File: src/rtl/multdiv_pkg.sv
// Shared types and opcode decode for the HI/LO multiply/divide sequencer.
// Optional accumulate support is selected with MULTDIV_ACC_EN.
package multdiv_pkg;

  localparam int MD_OP_W = 4;

  typedef enum logic [MD_OP_W-1:0] {
    MD_NOP   = 4'd0,
    MD_MULT  = 4'd1,
    MD_MULTU = 4'd2,
    MD_MADD  = 4'd3,
    MD_MADDU = 4'd4,
    MD_MSUB  = 4'd5,
    MD_MSUBU = 4'd6,
    MD_DIV   = 4'd7,
    MD_DIVU  = 4'd8,
    MD_MTHI  = 4'd9,
    MD_MTLO  = 4'd10
  } md_op_t;

  typedef enum logic [2:0] {
    ST_IDLE     = 3'd0,
    ST_MUL_WAIT = 3'd1,
    ST_ACC      = 3'd2,
    ST_DIV_WAIT = 3'd3,
    ST_DONE     = 3'd4
  } md_state_t;

  function automatic logic is_mul(input md_op_t op);
    return (op == MD_MULT)  || (op == MD_MULTU) || (op == MD_MADD) ||
           (op == MD_MADDU) || (op == MD_MSUB)  || (op == MD_MSUBU);
  endfunction

  function automatic logic is_div(input md_op_t op);
    return (op == MD_DIV) || (op == MD_DIVU);
  endfunction

  function automatic logic is_acc(input md_op_t op);
    return (op == MD_MADD) || (op == MD_MADDU) || (op == MD_MSUB) || (op == MD_MSUBU);
  endfunction

  function automatic logic is_signed(input md_op_t op);
    return (op == MD_MULT) || (op == MD_MADD) || (op == MD_MSUB) || (op == MD_DIV);
  endfunction

endpackage

File: src/rtl/multdiv_seq_hilo_reg.sv
// Architectural HI/LO register pair with independent write enables.
// With MULTDIV_ACC_EN defined it also adds/subtracts a 64-bit product into {hi,lo}.
module hilo_reg (
  input  logic        clk,
  input  logic        rst,
`ifdef MULTDIV_ACC_EN
  input  logic        acc_go,
  input  logic        acc_sub,
  input  logic [63:0] acc_prod,
`endif
  input  logic        wr_hi,
  input  logic        wr_lo,
  input  logic [31:0] hi_wd,
  input  logic [31:0] lo_wd,
  output logic [31:0] hi,
  output logic [31:0] lo
);

  logic [31:0] hi_q, hi_d;
  logic [31:0] lo_q, lo_d;
`ifdef MULTDIV_ACC_EN
  logic [63:0] acc_sum;
`endif

  always_comb begin
    hi_d = hi_q;
    lo_d = lo_q;
`ifdef MULTDIV_ACC_EN
    acc_sum = acc_sub ? ({hi_q, lo_q} - acc_prod) : ({hi_q, lo_q} + acc_prod);
    if (acc_go) begin
      {hi_d, lo_d} = acc_sum;
    end
`endif
    if (wr_hi) begin
      hi_d = hi_wd;
    end
    if (wr_lo) begin
      lo_d = lo_wd;
    end
  end

  always_ff @(posedge clk) begin
    if (rst) begin
      hi_q <= '0;
      lo_q <= '0;
    end else begin
      hi_q <= hi_d;
      lo_q <= lo_d;
    end
  end

  assign hi = hi_q;
  assign lo = lo_q;

endmodule

File: src/rtl/multdiv_seq.sv
// EXE-stage MULT/DIV sequencer: drives the shared multiplier/divider handshakes and owns HI/LO.
// MULTDIV_ACC_EN enables the MADD/MSUB accumulate state; otherwise those ops overwrite HI/LO.
module multdiv_seq
  import multdiv_pkg::*;
#(
  parameter int MUL_LAT = 2,
  parameter int CNT_W   = 3
) (
  input  logic        clk,
  input  logic        rst,
  input  logic        req_valid,
  input  logic [3:0]  req_op,
  input  logic [31:0] req_a,
  input  logic [31:0] req_b,
  input  logic        flush,
  output logic        stall,
  output logic [31:0] hi,
  output logic [31:0] lo,
  output logic        mul_start,
  output logic [31:0] mul_a,
  output logic [31:0] mul_b,
  output logic        mul_signed,
  input  logic [63:0] mul_prod,
  output logic        div_start,
  output logic [31:0] div_a,
  output logic [31:0] div_b,
  output logic        div_signed,
  output logic        div_abort,
  input  logic        div_done,
  input  logic [31:0] div_quot,
  input  logic [31:0] div_rem
);

  md_state_t        state_q, state_d;
  logic [CNT_W-1:0] cnt_q, cnt_d;
  md_op_t           op_req;
  logic             wr_hi, wr_lo;
  logic [31:0]      hi_wd, lo_wd;
  logic             cnt_hit;
`ifdef MULTDIV_ACC_EN
  md_op_t           op_q, op_d;
  logic [63:0]      prod_q, prod_d;
  logic             acc_go;
  logic             acc_sub;

  assign acc_sub = (op_q == MD_MSUB) || (op_q == MD_MSUBU);
`endif

  assign op_req  = md_op_t'(req_op);
  assign cnt_hit = (cnt_q == CNT_W'(MUL_LAT));

  // Start pulses are issued in the request cycle so the product lands exactly when cnt reaches MUL_LAT.
  always_comb begin
    state_d    = state_q;
    cnt_d      = cnt_q;
    wr_hi      = 1'b0;
    wr_lo      = 1'b0;
    hi_wd      = '0;
    lo_wd      = '0;
    mul_start  = 1'b0;
    mul_a      = '0;
    mul_b      = '0;
    mul_signed = 1'b0;
    div_start  = 1'b0;
    div_a      = '0;
    div_b      = '0;
    div_signed = 1'b0;
    div_abort  = 1'b0;
`ifdef MULTDIV_ACC_EN
    op_d       = op_q;
    prod_d     = prod_q;
    acc_go     = 1'b0;
`endif
    stall = ((state_q == ST_IDLE) && req_valid && (is_mul(op_req) || is_div(op_req))) ||
            (state_q == ST_MUL_WAIT) || (state_q == ST_ACC) || (state_q == ST_DIV_WAIT);

    if (rst) begin
      stall = 1'b0;
    end else if (flush) begin
      state_d   = ST_IDLE;
      cnt_d     = '0;
      div_abort = (state_q == ST_DIV_WAIT);
    end else begin
      case (state_q)
        ST_IDLE: begin
          if (req_valid) begin
            if (is_mul(op_req)) begin
              mul_start  = 1'b1;
              mul_a      = req_a;
              mul_b      = req_b;
              mul_signed = is_signed(op_req);
              cnt_d      = CNT_W'(1);
              state_d    = ST_MUL_WAIT;
`ifdef MULTDIV_ACC_EN
              op_d       = op_req;
`endif
            end else if (is_div(op_req)) begin
              if (req_b != '0) begin
                div_start  = 1'b1;
                div_a      = req_a;
                div_b      = req_b;
                div_signed = is_signed(op_req);
                state_d    = ST_DIV_WAIT;
              end else begin
                state_d = ST_DONE;
              end
            end else if (op_req == MD_MTHI) begin
              wr_hi = 1'b1;
              hi_wd = req_a;
            end else if (op_req == MD_MTLO) begin
              wr_lo = 1'b1;
              lo_wd = req_a;
            end
          end
        end
        ST_MUL_WAIT: begin
          cnt_d = cnt_q + CNT_W'(1);
          if (cnt_hit) begin
            cnt_d   = '0;
            state_d = ST_DONE;
`ifdef MULTDIV_ACC_EN
            if (is_acc(op_q)) begin
              prod_d  = mul_prod;
              state_d = ST_ACC;
            end else begin
              wr_hi = 1'b1;
              wr_lo = 1'b1;
              hi_wd = mul_prod[63:32];
              lo_wd = mul_prod[31:0];
            end
`else
            wr_hi = 1'b1;
            wr_lo = 1'b1;
            hi_wd = mul_prod[63:32];
            lo_wd = mul_prod[31:0];
`endif
          end
        end
`ifdef MULTDIV_ACC_EN
        ST_ACC: begin
          acc_go  = 1'b1;
          state_d = ST_DONE;
        end
`endif
        ST_DIV_WAIT: begin
          if (div_done) begin
            wr_hi   = 1'b1;
            wr_lo   = 1'b1;
            hi_wd   = div_rem;
            lo_wd   = div_quot;
            state_d = ST_DONE;
          end
        end
        ST_DONE: begin
          state_d = ST_IDLE;
        end
        default: begin
          state_d = ST_IDLE;
        end
      endcase
    end
  end

  always_ff @(posedge clk) begin
    if (rst) begin
      state_q <= ST_IDLE;
      cnt_q   <= '0;
`ifdef MULTDIV_ACC_EN
      op_q    <= MD_NOP;
      prod_q  <= '0;
`endif
    end else begin
      state_q <= state_d;
      cnt_q   <= cnt_d;
`ifdef MULTDIV_ACC_EN
      op_q    <= op_d;
      prod_q  <= prod_d;
`endif
    end
  end

  hilo_reg u_hilo (
    .clk      (clk),
    .rst      (rst),
`ifdef MULTDIV_ACC_EN
    .acc_go   (acc_go),
    .acc_sub  (acc_sub),
    .acc_prod (prod_q),
`endif
    .wr_hi    (wr_hi),
    .wr_lo    (wr_lo),
    .hi_wd    (hi_wd),
    .lo_wd    (lo_wd),
    .hi       (hi),
    .lo       (lo)
  );

endmodule
File: config.mk
export PLATFORM = sky130hd
export DESIGN_NAME = multdiv_seq
export DESIGN_NICKNAME = d
export VERILOG_FILES = /design/src/rtl/multdiv_pkg.sv /design/src/rtl/multdiv_seq_hilo_reg.sv /design/src/rtl/multdiv_seq.sv
export SDC_FILE = /design/constraint.sdc
export NUM_CORES = 1
export LEC_CHECK = 0
export ABC_CLOCK_PERIOD_IN_PS = 3280
export BUFFER_PORTS_ARGS = -buffer_cell sky130_fd_sc_hd__buf_2
export CAP_MARGIN = 20
export CORE_AREA = 2 2 155 157
export CTS_CLUSTER_DIAMETER = 120
export CTS_CLUSTER_SIZE = 14
export DETAILED_ROUTE_END_ITERATION = 10
export DIE_AREA = 0 0 157 159
export RECOVER_POWER = 100
export SLEW_MARGIN = 5
export SYNTH_ARGS = -nofsm -noshare
export SYNTH_HDL_FRONTEND = slang
export SYNTH_SLANG_ARGS = --single-unit
File: constraint.sdc
create_clock -name clk -period 3.28 [get_ports clk]
set_input_delay 0.164 -clock clk [delete_from_list [all_inputs] [get_ports clk]]
set_output_delay 0.164 -clock clk [all_outputs]
set_load 0.005 [all_outputs]
## After elaboration in Yosys (flattened, before gate mapping)

Index checks and enable logic that the tools add are counted.

| word-level totals | value |
|---|---|
| bits in registers | 70 |
| latch bits | 0 |
| bits in writable memories | 0 |
| memory bits (read-only) | 0 |
| output and inout port bits | 198 |
| logic and storage cells | 141 |
| memories | 0 |

| cells by class | value |
|---|---|
| add/subtract/negate cells | 1 |
| $mul | 0 |
| div/mod/pow operators | 0 |
| $lt $le $gt $ge | 0 |
| eq/ne operators | 19 |
| shift operators | 0 |
| muxes and demuxes | 96 |
| bitwise operators | 0 |
| reductions and logical operators | 21 |

Operator list:

| operator | count |
|---|---|
| 32-bit 2-to-1 mux | 39 |
| 32-bit case mux with 3 select lines | 2 |
| 1-bit 2-to-1 mux | 42 |
| 32-bit nonzero test | 1 |
| 3-bit 2-to-1 mux | 9 |
| 4-bit by 3-bit == test with 1-bit output, second input constant | 4 |
| 1-bit logical OR | 13 |
| 4-bit == test, second input constant | 3 |
| 3-bit by 2-bit == test with 1-bit output, second input constant | 3 |
| 3-bit case mux with 3 select lines | 1 |
| 4-bit by 2-bit == test with 1-bit output, second input constant | 2 |
| 2-bit != test, second input constant | 3 |
| 1-bit case mux with 3 select lines | 2 |
| 3-bit case mux with 2 select lines | 1 |
| 4-bit by 1-bit == test with 1-bit output, second input constant | 1 |
| 4-bit AND reduction | 1 |
| 3-bit by 1-bit adder with 3-bit output, second input constant | 1 |
| 3-bit by 1-bit == test with 1-bit output, second input constant | 1 |
| 3-bit zero test | 1 |
| 3-bit by 1-bit != test with 1-bit output, second input constant | 1 |
| 3-bit AND reduction | 1 |
| 1-bit logical AND | 2 |
| 2-bit by 1-bit != test with 1-bit output, second input constant | 1 |
| 2-bit nonzero test | 1 |
| 2-bit OR reduction | 1 |

## Longest topological paths before layout

| logic depth | value |
|---|---|
| depth in word-level cells | 12 |
| mapped depth | 9 |
| gate-level depth less buffers | 5 |

## Cells and area by module

From an unflattened synthesis, not the netlist that was laid out.

| second synthesis, totals | value |
|---|---|
| cells, all modules | 588 |
| area total of the unflattened synthesis | 4962.3 um^2 |

By module, submodules not included:

| module | times used | cells each | area each (um^2) | sequential area each (um^2) |
|---|---|---|---|---|
| multdiv_seq | 1 | 381 | 2622.5 | 120.1 |
| hilo_reg | 1 | 207 | 2339.7 | 1281.2 |

## Worst setup path before layout

Ideal clock, no wire load.

| timing | value |
|---|---|
| path type | register -> register |
| start point | register state_q[2] |
| end point | register u_hilo.lo_q[0], in the netlist u_hilo.lo[0] |
| arrival time | 1879 ps |
| data required time | 3134 ps |
| setup slack | 1255 ps |
| cell stages (with the launch flop) | 9 |
| path buffers | 4 |
| clock period less this slack | 2025 ps |
| cells stage by stage | dfxtp_1 -> buf_6 -> or3_1 -> buf_2 -> nor4_4 -> o31a_1 -> buf_4 -> buf_2 -> a211oi_2 |

| on the way | value |
|---|---|
| cells in the longest elaborated chain, start to end | 4 |

RTL lines:

| what | line | RTL |
|---|---|---|
| from (decl) | multdiv_seq.sv:34 | `md_state_t state_q, state_d;` |
| from (signal assigned) | multdiv_seq.sv:173 | `state_q <= state_d;` |
| 3-bit by 2-bit == test with 1-bit output, or another cell as far along | multdiv_seq.sv:84 | `case (state_q)` |
| 1-bit case mux with 3 select lines | multdiv_seq.sv:84 |  |
| 1-bit 2-to-1 mux | multdiv_seq.sv:79 | `end else if (flush) begin` |
| 1-bit 2-to-1 mux | multdiv_seq.sv:77 | `if (rst) begin` |
| to (signal assigned) | multdiv_seq_hilo_reg.sv:48 | `lo_q <= lo_d;` |
| to (decl) | multdiv_seq_hilo_reg.sv:20 | `logic [31:0] lo_q, lo_d;` |

Parallel ways exist; a longest one is shown, timed or not.
A chain may end at the register's enable or synchronous reset.

## Worst setup path in the final report

| timing | value |
|---|---|
| start point | register state_q[2] |
| end point | output port div_a[28] |

| on the way | value |
|---|---|
| cells in the longest elaborated chain, start to end | 4 |

RTL lines:

| what | line | RTL |
|---|---|---|
| 3-bit zero test | multdiv_seq.sv:84 |  |
| 32-bit 2-to-1 mux | multdiv_seq.sv:84 |  |
| 32-bit 2-to-1 mux | multdiv_seq.sv:79 |  |
| 32-bit 2-to-1 mux | multdiv_seq.sv:77 |  |
| to (decl) | multdiv_seq.sv:25 | `output logic [31:0] div_a,` |

No other way between the ends.

==> impl_results.md <==
* Syn Area/Cell at 8.51 um^2
* WHS at 133 ps
* Area of the die at 25000 um^2
* Grt met2 use at 29.4%
* CTS buffer count at 9
* Vias in the first global route at 5479
* Vias per inst at 4.67
* Critical path data required time at 3120 ps
* Crit. Startpoint: state_q[2]
* Leakage at 2.90 nW
* Critical Path Max Stage Delay at 470 ps
* Count of filler cells inserted in the layout at 2563
* Busiest layer in global routing: met2
* VDD IR max at 0.000222 V
* Post-DP HPWL at 16.9 mm
* Synthesized net count at 758
* Status: finished, final reports clean
* Share of cells above drive strength 1 at 40.8%
* Unique masters post-synth at 38
* Layout Skew at 9.91 ps
* Placer congestion estimate at 0.832
* Met3 usage at 3.67%
* Slew Viols, Final at 0
* Initial core utilization at 20.4%
* Placed Cells at 1231
* WL/cell at 17.5 um
* Hold wc startpoint: req_a[17]
* Seq/Total Area, Yosys at 29.6%
* Clock Tree Root: clkbuf_16
* Max Cap Viol at 0
* Maximum fanout along the worst path at 48
* RSZ-0062 raised after global routing: no
* Main area contributors after synthesis: dfxtp_1 (30%), and2_1 (17%), a311oi_2 (8.9%)
* Synth warnings at 0
* CTS H-tree depth at 3
* Crit Path Category: flip-flop to output port
* Initial drt markers at 490
* F_max at 376 MHz
* Initial antenna violation count at 0
* DR DRC count at 0
* CTS tree: done
* Layout area overhead at 50.5%
* Routed WL at 21.8 mm
* WHS Path Cells at 3
* Slowest-stage cell, CP: nor3_1
* Post-CTS Setup Bufs at 0
* # rows at 56
* First-pass GRT wire length at 31.8 mm
* Sink Count at 70
* Clock buffer depth at 2
* Pwr per Cell Area at 324 nW/um^2
* Hold Fails Final Rpt at 0
* Pin count of the biggest net entering global routing at 49
* #FFs+latches synth at 70
* Fin cells at 1248
* # resized after CTS at 0
* Top-Level Pins at 399
* Share of the synthesized area in the top cell type at 29.6%
* Tmin final at 2660 ps
* GRT Total Usage at 16.5%
* Routing usage on met1 at 19.8%
* Clock-pin slew on the worst setup and hold paths at 60 ps
* CP arrival at 2500 ps
* Cells after Synth at 557
* Hold Crit Class: primary input to flip-flop
* Top cell by count, worst path: nor3_1
* Final setup viols at 0
* Worst-Skew Late Latency at 330 ps
* Nets@finish at 1125
* Origin of the critical flop-to-flop path: state_q[2]
* CTS Hold Buffers Added at 0
* Die W at 157 um
* N_diodes at 0
* Synthesized cell area at 4740 um^2
* IO buf count at 398
* Congestion Overflow GR at 0
* Core area at 23200 um^2
* Slew HR at 48.7%
* Tcrit/Tclk final at 81.1%
* Setup crit end kind: output port
* Cell Chain, Critical Path: nor3_1 > nand3_1 > nor3_1 > buf_4 > and2_1 > buf_2
* Vias post-DR at 5827
* DR pass1 iterations at 8
* Most frequent cells in the layout: buf_2 (292), and2_1 (110), clkbuf_1 (107), dfxtp_1 (70), nor2_1 (68)
* Commonest non-fill, non-tap cell in the layout: buf_2
* Crit start category: flip-flop
* R2R cell count at 6
* Chip height at 159 um
* Final Power at 2.31 mW
* Worst Max-Slew Pin Slew at 770 ps
* Final setup TNS at 0 ps
* Post-DRT Antenna Nets at 0
* Post-synth top area cell: dfxtp_1
==> state kept, by name, summed over array words and instances (netlist names) <==
name and flops:
state_q 3, u_hilo.hi 32, u_hilo.lo 32, cnt_q 3
==> where the power goes <==
part / switching, mW / internal [mW]
sequential: 0.00723 / 0.859
clock: 0.395 / 0.747
combinational: 0.166 / 0.138
total: 0.568 / 1.74
==> layout make-up <==
cell class                 count  area [um^2]  share of cell area (%)
clock buffer                  11          233                    3.26
tap                          319          399                    5.60
inverter                       4         15.0                   0.210
timing repair buffer         416         2010                    28.1
multi-input combinational    423         2970                    41.7
sequential                    70         1400                    19.6
clock inverter                 5          108                    1.51
==> metrics by stage <==
step	worst slack, ps	util (%)	instance area [um^2]
final	619	30.8	7130
after global routing	333	30.8	7130
after CTS	22.6	31.6	7340
after detailed placement	401	30.2	7000
after global placement	530	30.2	7000
after floorplan	1250	-	4740
==> critical path, delay by kind of cell (launching register included) <==
family        cells  cell delay [ps]
simple gates      4             1170
buf+inv           2              570
flops             1              380
==> logic make-up (layout without fill, tap and decap cells) <==
| family | Yosys count | after routing | share of synthesized area, % |
|---|---|---|---|
| AOI/OAI and AO/OA | 147 | 147 | 32.3 |
| DFF | 70 | 70 | 29.6 |
| and+or+nand+nor | 272 | 272 | 30.8 |
| muxes | 2 | 2 | 0.422 |
| buffers and inverters | 64 | 436 | 6.60 |
| xor gates and xnor gates | 2 | 2 | 0.370 |
==> synth_stat cells <==
library cell and count:
mux2i_1 2, a21boi_0 1, nand2_1 40, nor3b_1 4, a32oi_1 1, buf_4 7
and2_1 132, dfxtp_1 70, o31a_1 2, nor2_1 70, or3_1 1, nor4_1 10
nand4b_1 1, buf_2 7, o22ai_1 2, nand3_1 1, buf_6 5, a31oi_1 2
a22oi_1 33, o21a_1 1, or2_2 1, a311oi_2 28, nand2b_1 2, a211oi_2 28
nand3b_1 1, nor2b_1 2, a21oi_1 4, xnor2_1 2, a211oi_1 7, a222oi_1 32
nor4_4 2, a211o_1 1, nor3_1 5, a311oi_1 4, clkbuf_1 37, buf_1 4
a2111oi_0 1, inv_1 4
==> per-layer routing <==
layer,wire length [um],vias up
li1,-,2784
met1,8920,2707
met2,10800,320
met3,1830,16
met4,318,0
met5,0,-
==> final timing paths <==
path,end,slack [ps]
min reg2reg,u_hilo.lo[18],500
min,u_hilo.hi[17],130
max reg2reg,u_hilo.lo[19],620
max,div_a[28],620
Power figures use the tool's default switching activity.
